## src/rtl/serial_word_accumulator.sv

```systemverilog
// serial_word_accumulator: deserializes LSB-first serial words and sums acc_len of them into a result.
// Define ACC_SAT_EN to saturate the accumulator instead of wrapping.
module serial_word_accumulator #(
   parameter int WORD_W = 12,
   parameter int ACC_W  = 32,
   parameter int CNT_W  = 8
) (
   input  logic             clk,
   input  logic             reset,
   input  logic             clear,
   input  logic             start,
   input  logic             sbit,
   input  logic [CNT_W-1:0] acc_len,
   output logic             out_valid,
   input  logic             out_ready,
   output logic [ACC_W-1:0] out_data,
   output logic             busy,
   output logic             proto_err,
   output logic             lost,
   output logic             sat
);
   localparam int KW = $clog2(WORD_W);
   typedef enum logic {IDLE, SHIFT} state_t;
   typedef struct packed {
      state_t            state;
      logic [KW-1:0]     k;
      logic [WORD_W-1:0] sh;
      logic              pend;
      logic [CNT_W-1:0]  cnt;
      logic [CNT_W-1:0]  len;
      logic [ACC_W-1:0]  acc;
      logic [ACC_W-1:0]  data;
      logic              valid;
      logic              perr;
      logic              lost;
      logic              sat;
   } regs_t;
   regs_t r;
   logic [ACC_W-1:0] word_x, sum, res;
   logic last, fresh, clamp;
   always_comb begin
      word_x = ACC_W'($signed(r.sh));
      sum = r.acc + word_x;
`ifdef ACC_SAT_EN
      clamp = (r.acc[ACC_W-1] == word_x[ACC_W-1]) && (sum[ACC_W-1] != r.acc[ACC_W-1]);
      res = clamp ? {r.acc[ACC_W-1], {(ACC_W-1){~r.acc[ACC_W-1]}}} : sum;
`else
      clamp = 1'b0;
      res = sum;
`endif
      last = (r.cnt + CNT_W'(1)) == r.len;
      // a pending final word means the next start already belongs to a new group
      fresh = r.pend ? last : (r.cnt == '0);
   end
   always_ff @(posedge clk or posedge reset)
      if (reset) r <= '0;
      else if (clear) r <= '0;
      else begin
         r.pend <= 1'b0;
         if (start) begin
            r.state <= SHIFT;
            r.sh[0] <= sbit;
            r.k <= KW'(1);
            if (r.state == SHIFT) r.perr <= 1'b1;
            if (fresh) r.len <= (acc_len == '0) ? CNT_W'(1) : acc_len;
         end else if (r.state == SHIFT) begin
            r.sh[r.k] <= sbit;
            r.k <= r.k + KW'(1);
            if (r.k == KW'(WORD_W - 1)) begin
               r.state <= IDLE;
               r.pend <= 1'b1;
            end
         end
         if (r.valid && out_ready) r.valid <= 1'b0;
         if (r.pend) begin
            if (clamp) r.sat <= 1'b1;
            if (last) begin
               r.acc <= '0;
               r.cnt <= '0;
               if (!r.valid || out_ready) begin
                  r.data <= res;
                  r.valid <= 1'b1;
               end else r.lost <= 1'b1;
            end else begin
               r.acc <= res;
               r.cnt <= r.cnt + CNT_W'(1);
            end
         end
      end
   assign out_valid = r.valid;
   assign out_data = r.data;
   assign busy = (r.state == SHIFT) || (r.cnt != '0) || r.pend;
   assign proto_err = r.perr;
   assign lost = r.lost;
   assign sat = r.sat;
endmodule

```

## config.mk

```make
export PLATFORM = sky130hd
export DESIGN_NAME = serial_word_accumulator
export DESIGN_NICKNAME = d
export VERILOG_FILES = /design/src/rtl/serial_word_accumulator.sv
export SDC_FILE = /design/constraint.sdc
export NUM_CORES = 1
export LEC_CHECK = 0
export ABC_AREA = 1
export CAP_MARGIN = 20
export CORE_UTILIZATION = 39
export DETAILED_ROUTE_END_ITERATION = 10
export PLACE_DENSITY = 0.56
export SYNTH_ARGS = -nofsm -noshare
export SYNTH_HDL_FRONTEND = slang
export SYNTH_SLANG_ARGS = --single-unit
```

## constraint.sdc

```tcl
create_clock -name clk -period 2.7 [get_ports clk]
set_input_delay 0.27 -clock clk [delete_from_list [all_inputs] [get_ports clk]]
set_output_delay 0.27 -clock clk [all_outputs]
set_load 0.005 [all_outputs]
```

==> flow_summary.ini, run 1 <==
[drt]
ant_nets = 0
wl_per_cell_um = 15.3
drc = 10
dr.pass1.iters = 8
drt_iter0_markers = 591
via_count = 6596
routed_via_density = 5.09
wirelength_um = 19900

[clock_network]
cts_tree = done
cts_hold_buf = 0
cts-root-buf = clkbuf_16
numCtsBuffers = 9
clk_pin_slew_ns = 0.08
clock_latency_ns = 0.36
cts.sinks = 101
htree_levels = 3
clockBufferDepth = 2

[synthesis]
async_flop_share = 1.00
ys_seq_area_frac = 0.348
synth_simple_gate_area_frac = 0.390
syn_inst = 1045
ys.flop_type = dfrtp_1
synth_xor_xnor_area_share = 0.0193
ys_types = 41
syn_nets = 1097
synth_fa_ha_area_frac = 0.0664
synth-seq-cells = 101
syn_area_mm2 = 0.00727
synthMuxAreaShare = 0
yosysWarnings = 0
synth_edf_count = 0
synth_top_family_by_area = simple AND/OR/NAND/NOR gates
synth_compound_area_frac = 0.0546
avgSynthCellArea_um2 = 6.96

[place]
gp_congestion = 0.999
place_hpwl_um = 15000
port_buffers = 49

[power]
switchingPower_uw = 780
switching_share = 0.258
clock_power_share = 0.414
p_total_mw = 3.03
vdd_ir_drop_max_v = 0.000292
power.internal_mw = 2.25
pwr-share-comb = 0.075
p_seq_frac = 0.511
p_per_area_mw_per_mm2 = 376
p_leak_nw = 4.33

[sta]
finalClockSkew_ns = 0.0143
rsz0062_at_grt = false
hold_violations = 0
final_max_slew_viol_count = 0
fin_crit_ns = 2.51
hold_ws_ns = 0.177
final-setup-viol-count = 0
max_freq_ghz = 0.399
setup_tns_ns = 0
period_share = 0.929
relSlewSlack = 0.616
tightest_slew_ns = 0.571

[outcome]
run_status = complete, but fails checks
violations = design-rule violations

[setup_path]
worstPathCellList = inv_2 > ha_1 > nand2_1 > nor4_1 > nand2_1 > clkdlybuf4s50_1
critPathKind = flip-flop to output pin
arrival_ns = 2.24
required_ns = 2.43
cpMaxStageDelayCell = nor4_1
slowest_delay_ns = 0.50
path_max_fanout = 6
critPathBufInv = 2
end_kind = output pin
cpMostUsedCell = nand2_1
start_kind = flip-flop
cp_top_family = simple AND/OR/NAND/NOR gates

[die]
dieArea_mm2 = 0.0192
rows = 49
io_pins = 51
dieHeight_um = 139
start_util = 0.402
die_x_um = 139
core_area_mm2 = 0.0181

[finish]
final_util = 0.445
areaGrowthSynthToFinish_pct = 10.7
diodes = 0
layout-drive-gt1-share = 0.0590
fin_nets = 1116
n_fill_cell = 1838

[worst_hold_path]
hp-class = input pin to async pin

[flow_run]
cap_violations = 0

[global_route]
grt_antenna_before_repair = 0
grt_pass1_wl_um = 32600
grt_max_degree = 77
grt_overflow = 0
grtUsageTotal = 0.216
grt_pass1_vias = 6154
## synth_stat cells, types with 2 or more instances
library cell    n  area share
and3_1          2      0.0017
o22ai_1         5      0.0043
o21bai_1        5      0.0052
nor2_4          4      0.0062
dfrtp_1       101        0.35
nand3_2         4      0.0055
nor2_8          3      0.0083
nand4_1        15       0.013
nor2_2          2      0.0017
nand2_1       360        0.19
buf_8           2      0.0041
buf_4          34       0.035
xor2_1         15       0.018
ha_1           37       0.064
inv_1         122       0.063
buf_6           5      0.0077
a21oi_1        29       0.020
o21ai_0        29       0.020
inv_2           4      0.0021
nand2_4         3      0.0046
clkbuf_1       11      0.0057
nor4_1          3      0.0026
nor3_1          4      0.0028
nand3b_1        4      0.0041
clkinv_1        2      0.0010
nor2_1         78       0.040
a21o_1          2      0.0021
nand3_1       138       0.095
nand2_2         7      0.0060
nand4_4         2      0.0059
nand2b_1        2      0.0017
nand3_4         2      0.0048
## routing by layer
layer,part of all wire,wire [um],GRT usage
met1,0.53,10600,0.329
met2,0.41,8100,0.308
met3,0.036,712,0.0249
met4,0.025,498,0.0852
met5,0,0,0
## layout by cell type, fill, tap and decap left out, types with 2 or more instances in the layout
cell type        count
clkinvlp_4           2
ha_1                37
nand2b_1             2
nor2_1              77
nand2_1            360
nand3_2              4
nor2_4               4
inv_1              121
a21o_1               2
a21oi_1             29
o22ai_1              5
nor2_2               3
nand2_4              3
xor2_1              15
nor2_8               3
inv_2                5
nand3_4              2
nand4_4              2
nand2_2              7
nor3_1               4
nand4_1             15
clkbuf_16            9
o21bai_1             5
clkdlybuf4s50_1     49
dfrtp_1            100
nor4_1               3
o21ai_0             29
buf_4               11
nand3b_1             4
buf_12               2
and3_1               2
nand3_1            138
## registers in the layout, indices dropped and copies added (netlist names)
register   cells
r             66
out_valid      1
lost           1
out_data      32
proto_err      1
## repair_timing
item,CTS,global route
gates resized for setup,0,1
buffers inserted,0,0
endpoints found under the setup margin,0,10
## final timing paths
| check | from | end | slack, ns | cells past startpoint |
|---|---|---|---|---|
| min in group clk | r[36] | r[36] | 0.49 | 2 |
| setup reg to reg | r[96] | out_data[20] | 0.19 | 11 |
| hold / removal | reset | out_data[4] | 0.18 | 2 |
| hold reg to reg | r[36] | r[36] | 0.49 | 2 |
| setup / recovery | r[76] | busy | 0.19 | 6 |
| max in group asynchronous | reset | r[96] | 1.95 | 3 |
## kinds of logic (layout without fill, tap and decap cells)
family / count (synthesis) / in the layout
XOR/XNOR: 16 / 16
other: 1 / 1
adder cells (fa/ha/maj): 38 / 38
buffers and inverters: 183 / 205
AND/OR/NAND/NOR: 633 / 633
flip-flops: 101 / 101
AO/OA/AOI/OAI: 73 / 73
## stage by stage
step	cells	setup WS, ns	cell area, um^2
after floorplan	1045	0.643	7270
after global placement	1282	0.0714	7780
after detailed placement	1282	0.127	7780
after CTS	1296	0.102	8040
after global routing	1296	0.0324	8040
final	1296	0.191	8040
## power by group through the flow
stage / Sequential (mW) / Combinational [mW] / Clock (mW)
2_1_floorplan: 1.57 / 0.151 / 0
3_3_place_gp: 1.58 / 0.232 / 0
3_5_place_dp: 1.58 / 0.232 / 0
4_1_cts: 1.55 / 0.233 / 1.27
5_1_grt: 1.55 / 0.255 / 1.33
6_report: 1.55 / 0.228 / 1.25
## final cells by class
cell class              instances  area, um^2  area share
clock buffers                  11         243      0.0302
multi-input cells             761        3860       0.480
inverters                     129         490      0.0610
repair buffers                 62         613      0.0762
flip-flops and latches        101        2530       0.314
clock inverters                 3        21.3     0.00264
well taps                     229         287      0.0356
Power figures use the tool's default switching activity.
==> run 2: changes to the inputs <==
==> constraint.sdc (replaced) <==
create_clock -name clk -period 2.15 [get_ports clk]
set_input_delay 0.215 -clock clk [delete_from_list [all_inputs] [get_ports clk]]
set_output_delay 0.215 -clock clk [all_outputs]
set_load 0.005 [all_outputs]
==> run 2 against run 1 <==
Net effect: the flow finishes with violations (design-rule violations, negative setup slack); final area increased by 22%; sequential share of layout area fell by 5.7 points; count of clock-buffer cells in the layout down 1; sequential power grew 25%; critical endpoint is now out_data[17]; largest cell class unchanged.
==> flow_summary.ini, run 2 (same netlist as run 1, synthesis figures left out) <==
[drt]
wirelength_um = 22200
wl_per_cell_um = 15.8
drc = 10
drt_iter0_markers = 346
routed_via_density = 4.98
dr.pass1.iters = 8
ant_nets = 0
via_count = 6984

[sta]
layout_setup_ws_ns = -0.0294
final_max_slew_viol_count = 0
max_freq_ghz = 0.459
rsz0062_at_grt = true
period_share = 1.01
setup_tns_ns = -0.346
hold_ws_ns = 0.181
finalClockSkew_ns = 0.0127
tightest_slew_ns = 0.542
final-setup-viol-count = 28
relSlewSlack = 0.639
hold_violations = 0
fin_crit_ns = 2.18

[finish]
areaGrowthSynthToFinish_pct = 35.4
fin_nets = 1220
n_fill_cell = 1757
largest_register = r
final_common_cell = nand2_1
largest_reg_flops = 66
layout-drive-gt1-share = 0.276
final_cell_mix = 306 x nand2_1, 131 x nand3_1, 114 x inv_1
diodes = 0

[setup_path]
start_kind = flip-flop
end_kind = flip-flop
critPathKind = flip-flop to flip-flop
worstPathCellList = inv_2 > ha_4 > xor2_1 > nor2_1 > nand3_1 > nor2_4 > inv_2 > nor2_4 > nand4_4 > clkbuf_16 > nand3_1 > nand2_1
slowest_delay_ns = 0.42
required_ns = 2.41
cpMaxStageDelayCell = dfrtp_1
reg2reg_slack_ns = -0.03
arrival_ns = 2.43
path_max_fanout = 10
worst-r2r-cell-count = 12

[power]
vdd_ir_drop_max_v = 0.000376
p_per_area_mw_per_mm2 = 401
p_leak_nw = 5.07

[clock_network]
clk_pin_slew_ns = 0.08
clock_latency_ns = 0.36
cts-root-buf = clkbuf_16
clockBufferDepth = 2
htree_levels = 3
cts_tree = done
cts.sinks = 101
numCtsBuffers = 9
cts_hold_buf = 0

[die]
rows = 49
dieArea_mm2 = 0.0192
core_area_mm2 = 0.0181
start_util = 0.402
dieHeight_um = 139
io_pins = 51
die_x_um = 139

[flow_run]
cap_violations = 0

[outcome]
violations = design-rule violations, negative setup slack
run_status = complete, but fails checks

[global_route]
grtUsageTotal = 0.224
use_met1 = 0.325
grt_antenna_before_repair = 0
grt_overflow = 0
grt_util_met2 = 0.350
grt_pass1_vias = 6591
grt_max_degree = 51
busiest_layer = met2
grt_pass1_wl_um = 34000
gr-usage-met3 = 0.0284

[place]
gp_congestion = 0.933
port_buffers = 49
place_hpwl_um = 15500

[worst_hold_path]
hp-class = input pin to async pin
-- run 2: cell types whose count changed in the layout (fill, tap and decap cells not counted), moves of 10 or more --
cell,change
ha_1,-23
nor2_1,-35
nand2_4,+10
ha_4,+21
buf_4,+87
nand2_1,-54
a21oi_2,+13
nor2_2,+23
nor2_4,+12
nand2_2,+44
a21oi_1,-16
-- run 2: critical path, delay by kind of cell (launching register included) --
| kind | cells | cell delay (ns) |
|---|---|---|
| and+or+nand+nor | 7 | 0.90 |
| DFF | 1 | 0.42 |
| buffers and inverters | 3 | 0.41 |
| adders and majority gates | 1 | 0.20 |
| xor gates and xnor gates | 1 | 0.14 |
-- run 2: metrics by stage --
step,cell area (um^2),total power [mW],util,std cells,setup slack (ns)
6_report,9840,3.94,0.544,1402,-0.0294
5_1_grt,9840,4.10,0.544,1402,-0.160
4_1_cts,8960,3.98,0.495,1378,-0.0235
3_5_place_dp,8380,2.28,0.464,1356,-0.276
3_3_place_gp,8380,2.28,0.464,1356,-0.296
2_1_floorplan,7270,2.16,-,1045,0.0926
-- run 2: metal layers --
metal | part of all wire | vias up | wire [um]
met5 | 0 | - | 0
li1 | - | 3536 | -
met3 | 0.047 | 34 | 1040
met2 | 0.44 | 166 | 9810
met4 | 0.023 | 0 | 507
met1 | 0.49 | 3248 | 10800
-- run 2: worst paths after layout --
check,from,to
max,r[76],out_data[17]
min,reset,out_data[7]
max reg2reg,r[76],out_data[17]
min reg2reg,r[36],r[36]
max in group asynchronous,reset,r[96]
min in group clk,acc_len[1],r[69]
-- run 2: timing repair --
item | in CTS | in global routing
setup endpoints to repair | 56 | 76
cloned | 0 | 5
gates resized for setup | 52 | 153
buffers inserted | 6 | 19
pin swaps | 8 | 58
-- run 2: power by group --
| group | total (mW) | switching (mW) | internal (mW) | leakage (nW) |
|---|---|---|---|---|
| sequential | 1.94 | 0.0206 | 1.92 | 1.40 |
| combinational | 0.325 | 0.204 | 0.121 | 3.53 |
| clock | 1.68 | 0.839 | 0.840 | 0.143 |
| total | 3.94 | 1.06 | 2.88 | 5.07 |
-- run 2: final cells by class --
| cell class | count | area, um^2 | share of cell area |
|---|---|---|---|
| clock buffers | 10 | 239 | 0.0243 |
| clock inverters | 6 | 55.1 | 0.00559 |
| flip-flops and latches | 101 | 2530 | 0.257 |
| repair buffers | 164 | 1540 | 0.156 |
| multi-input cells | 761 | 4670 | 0.474 |
| inverters | 129 | 503 | 0.0511 |
| well taps | 229 | 287 | 0.0291 |
| repair inverters | 2 | 22.5 | 0.00229 |
==> run 3: changes to the inputs <==
--- a/config.mk
+++ b/config.mk
@@ -10,6 +10,7 @@
 export CORE_UTILIZATION = 39
 export DETAILED_ROUTE_END_ITERATION = 10
 export PLACE_DENSITY = 0.56
+export SKIP_LAST_GASP = 1
 export SYNTH_ARGS = -nofsm -noshare
 export SYNTH_HDL_FRONTEND = slang
 export SYNTH_SLANG_ARGS = --single-unit
==> run 3 against run 2 <==
Net effect: the run still ends with design-rule violations, negative setup slack left; cell count stayed put; routed wire length is 0.75% lower; first-iteration DRC count is 27% higher; flip-flop and latch count stayed put; count of clock-buffer cells in the layout stayed put; clock skew is 0.0012 ns lower; via count is 0.29% lower; combinational power hardly changed; fmax is 0.28% higher; power is 0.17% higher; critical path depth stayed put; critical path type unchanged; critical endpoint unchanged.
==> flow_summary.ini, run 3 (same netlist as run 1, synthesis figures left out) <==
[outcome]
run_status = complete, but fails checks
violations = design-rule violations, negative setup slack

[global_route]
grtUsageTotal = 0.224
grt_pass1_wl_um = 34000
grt_max_degree = 51
grt_overflow = 0
grt_antenna_before_repair = 0
grt_pass1_vias = 6591

[die]
start_util = 0.402
dieHeight_um = 139
io_pins = 51
dieArea_mm2 = 0.0192
rows = 49
die_x_um = 139
core_area_mm2 = 0.0181

[clock_network]
cts_tree = done
htree_levels = 3
cts-root-buf = clkbuf_16
clock_latency_ns = 0.37
numCtsBuffers = 9
clk_pin_slew_ns = 0.08
cts.sinks = 101
clockBufferDepth = 2

[sta]
layout_setup_ws_ns = -0.0234
rsz0062_at_grt = true
hold_violations = 0
final-setup-viol-count = 17
tightest_slew_ns = 0.546
setup_tns_ns = -0.214
hold_ws_ns = 0.177
max_freq_ghz = 0.460
final_max_slew_viol_count = 0
period_share = 1.01
finalClockSkew_ns = 0.0115
fin_crit_ns = 2.17
relSlewSlack = 0.636

[finish]
final_util = 0.540
layout-drive-gt1-share = 0.269
final_common_cell = nand2_1
areaGrowthSynthToFinish_pct = 34.4
largest_reg_flops = 66
fin_nets = 1220
regArea_mm2 = 0.00253
largest_register = r
multi_input_area_mm2 = 0.00459
diodes = 0
finalNonFillerCells = 1402
n_fill_cell = 1774
final_cell_mix = 310 x nand2_1, 132 x nand3_1, 115 x inv_1

[setup_path]
slowest_delay_ns = 0.42
worst-r2r-cell-count = 12
worstPathCellList = inv_2 > ha_4 > xor2_1 > nor2_1 > nand3_1 > nor2_4 > inv_2 > nor2_4 > nand4_4 > clkbuf_16 > nand3_1 > nand2_1
critPathKind = flip-flop to flip-flop
r2r_start = r[76]
reg2reg_slack_ns = -0.02
worst_r2r_endpoint = out_data[17]
critPathBufInv = 3
path_max_fanout = 10
cp_top_family = simple AND/OR/NAND/NOR gates
start_kind = flip-flop
arrival_ns = 2.43
required_ns = 2.41
end_kind = flip-flop
cpMaxStageDelayCell = dfrtp_1

[drt]
via_count = 6964
routed_via_density = 4.97
wirelength_um = 22000
drc = 10
dr.pass1.iters = 8
drt_iter0_markers = 438
wl_per_cell_um = 15.7
ant_nets = 0

[worst_hold_path]
hp-class = input pin to async pin

[power]
p_per_area_mw_per_mm2 = 405
p_leak_nw = 4.99
p_total_mw = 3.95
vdd_ir_drop_max_v = 0.000386

[flow_run]
cap_violations = 0

[place]
dp_cells = 1356
place_hpwl_um = 15500
gp_congestion = 0.933
port_buffers = 49
[run 3: cell counts in the layout (fill, tap and decap cells not counted)]
Identical to the previous run, type by type.
[run 3: worst reg2reg max path: cells and delay by family (launching register included)]
| kind | cells | cell delay, ns |
|---|---|---|
| buffers and inverters | 3 | 0.40 |
| flip-flops | 1 | 0.42 |
| XOR/XNOR | 1 | 0.14 |
| adder cells (fa/ha/maj) | 1 | 0.21 |
| AND/OR/NAND/NOR | 7 | 0.91 |
[run 3: cell type report]
type / count / share of cell area
well taps: 229 / 0.0293
flip-flops and latches: 101 / 0.259
inverters: 129 / 0.0515
repair buffers: 164 / 0.158
clock buffers: 10 / 0.0245
clock inverters: 6 / 0.00564
repair inverters: 2 / 0.00231
multi-input cells: 761 / 0.470
[run 3: worst max path at each step]
stage,start,end,slack (ns),depth (start not counted)
2_1_floorplan,r[96],out_data[29],0.09,13
3_3_place_gp,r[85],out_data[28],-0.30,15
3_5_place_dp,r[85],out_data[28],-0.28,15
4_1_cts,r[96],out_data[15],-0.02,12
5_1_grt,r[76],out_data[12],-0.16,12
6_report,r[76],out_data[17],-0.02,12
[run 3: metrics by stage]
step	setup slack (ns)	area, um^2
finish	-0.0234	9770
global route	-0.160	9770
CTS	-0.0235	8950
detailed placement	-0.276	8380
global placement	-0.296	8380
floorplan	0.0926	7270
[run 3: per-layer routing]
layer,GRT usage,share of wire,up-vias
li1,-,-,3541
met1,0.325,0.49,3254
met5,0,0,-
met2,0.350,0.45,146
met3,0.0284,0.043,23
met4,0.0568,0.015,0
[run 3: what timing repair did]
| item | in CTS | in global routing |
|---|---|---|
| setup buffers | 6 | 19 |
| gates cloned | 0 | 5 |
| gates resized for setup | 51 | 139 |
| endpoints found under the setup margin | 56 | 76 |
| pin swaps | 8 | 51 |
| hold buffers | 0 | 0 |
[run 3: report_power, final]
part           switching [mW]  internal (mW)
combinational           0.204          0.121
sequential             0.0204           1.92
clock                   0.847          0.840
total                    1.07           2.88
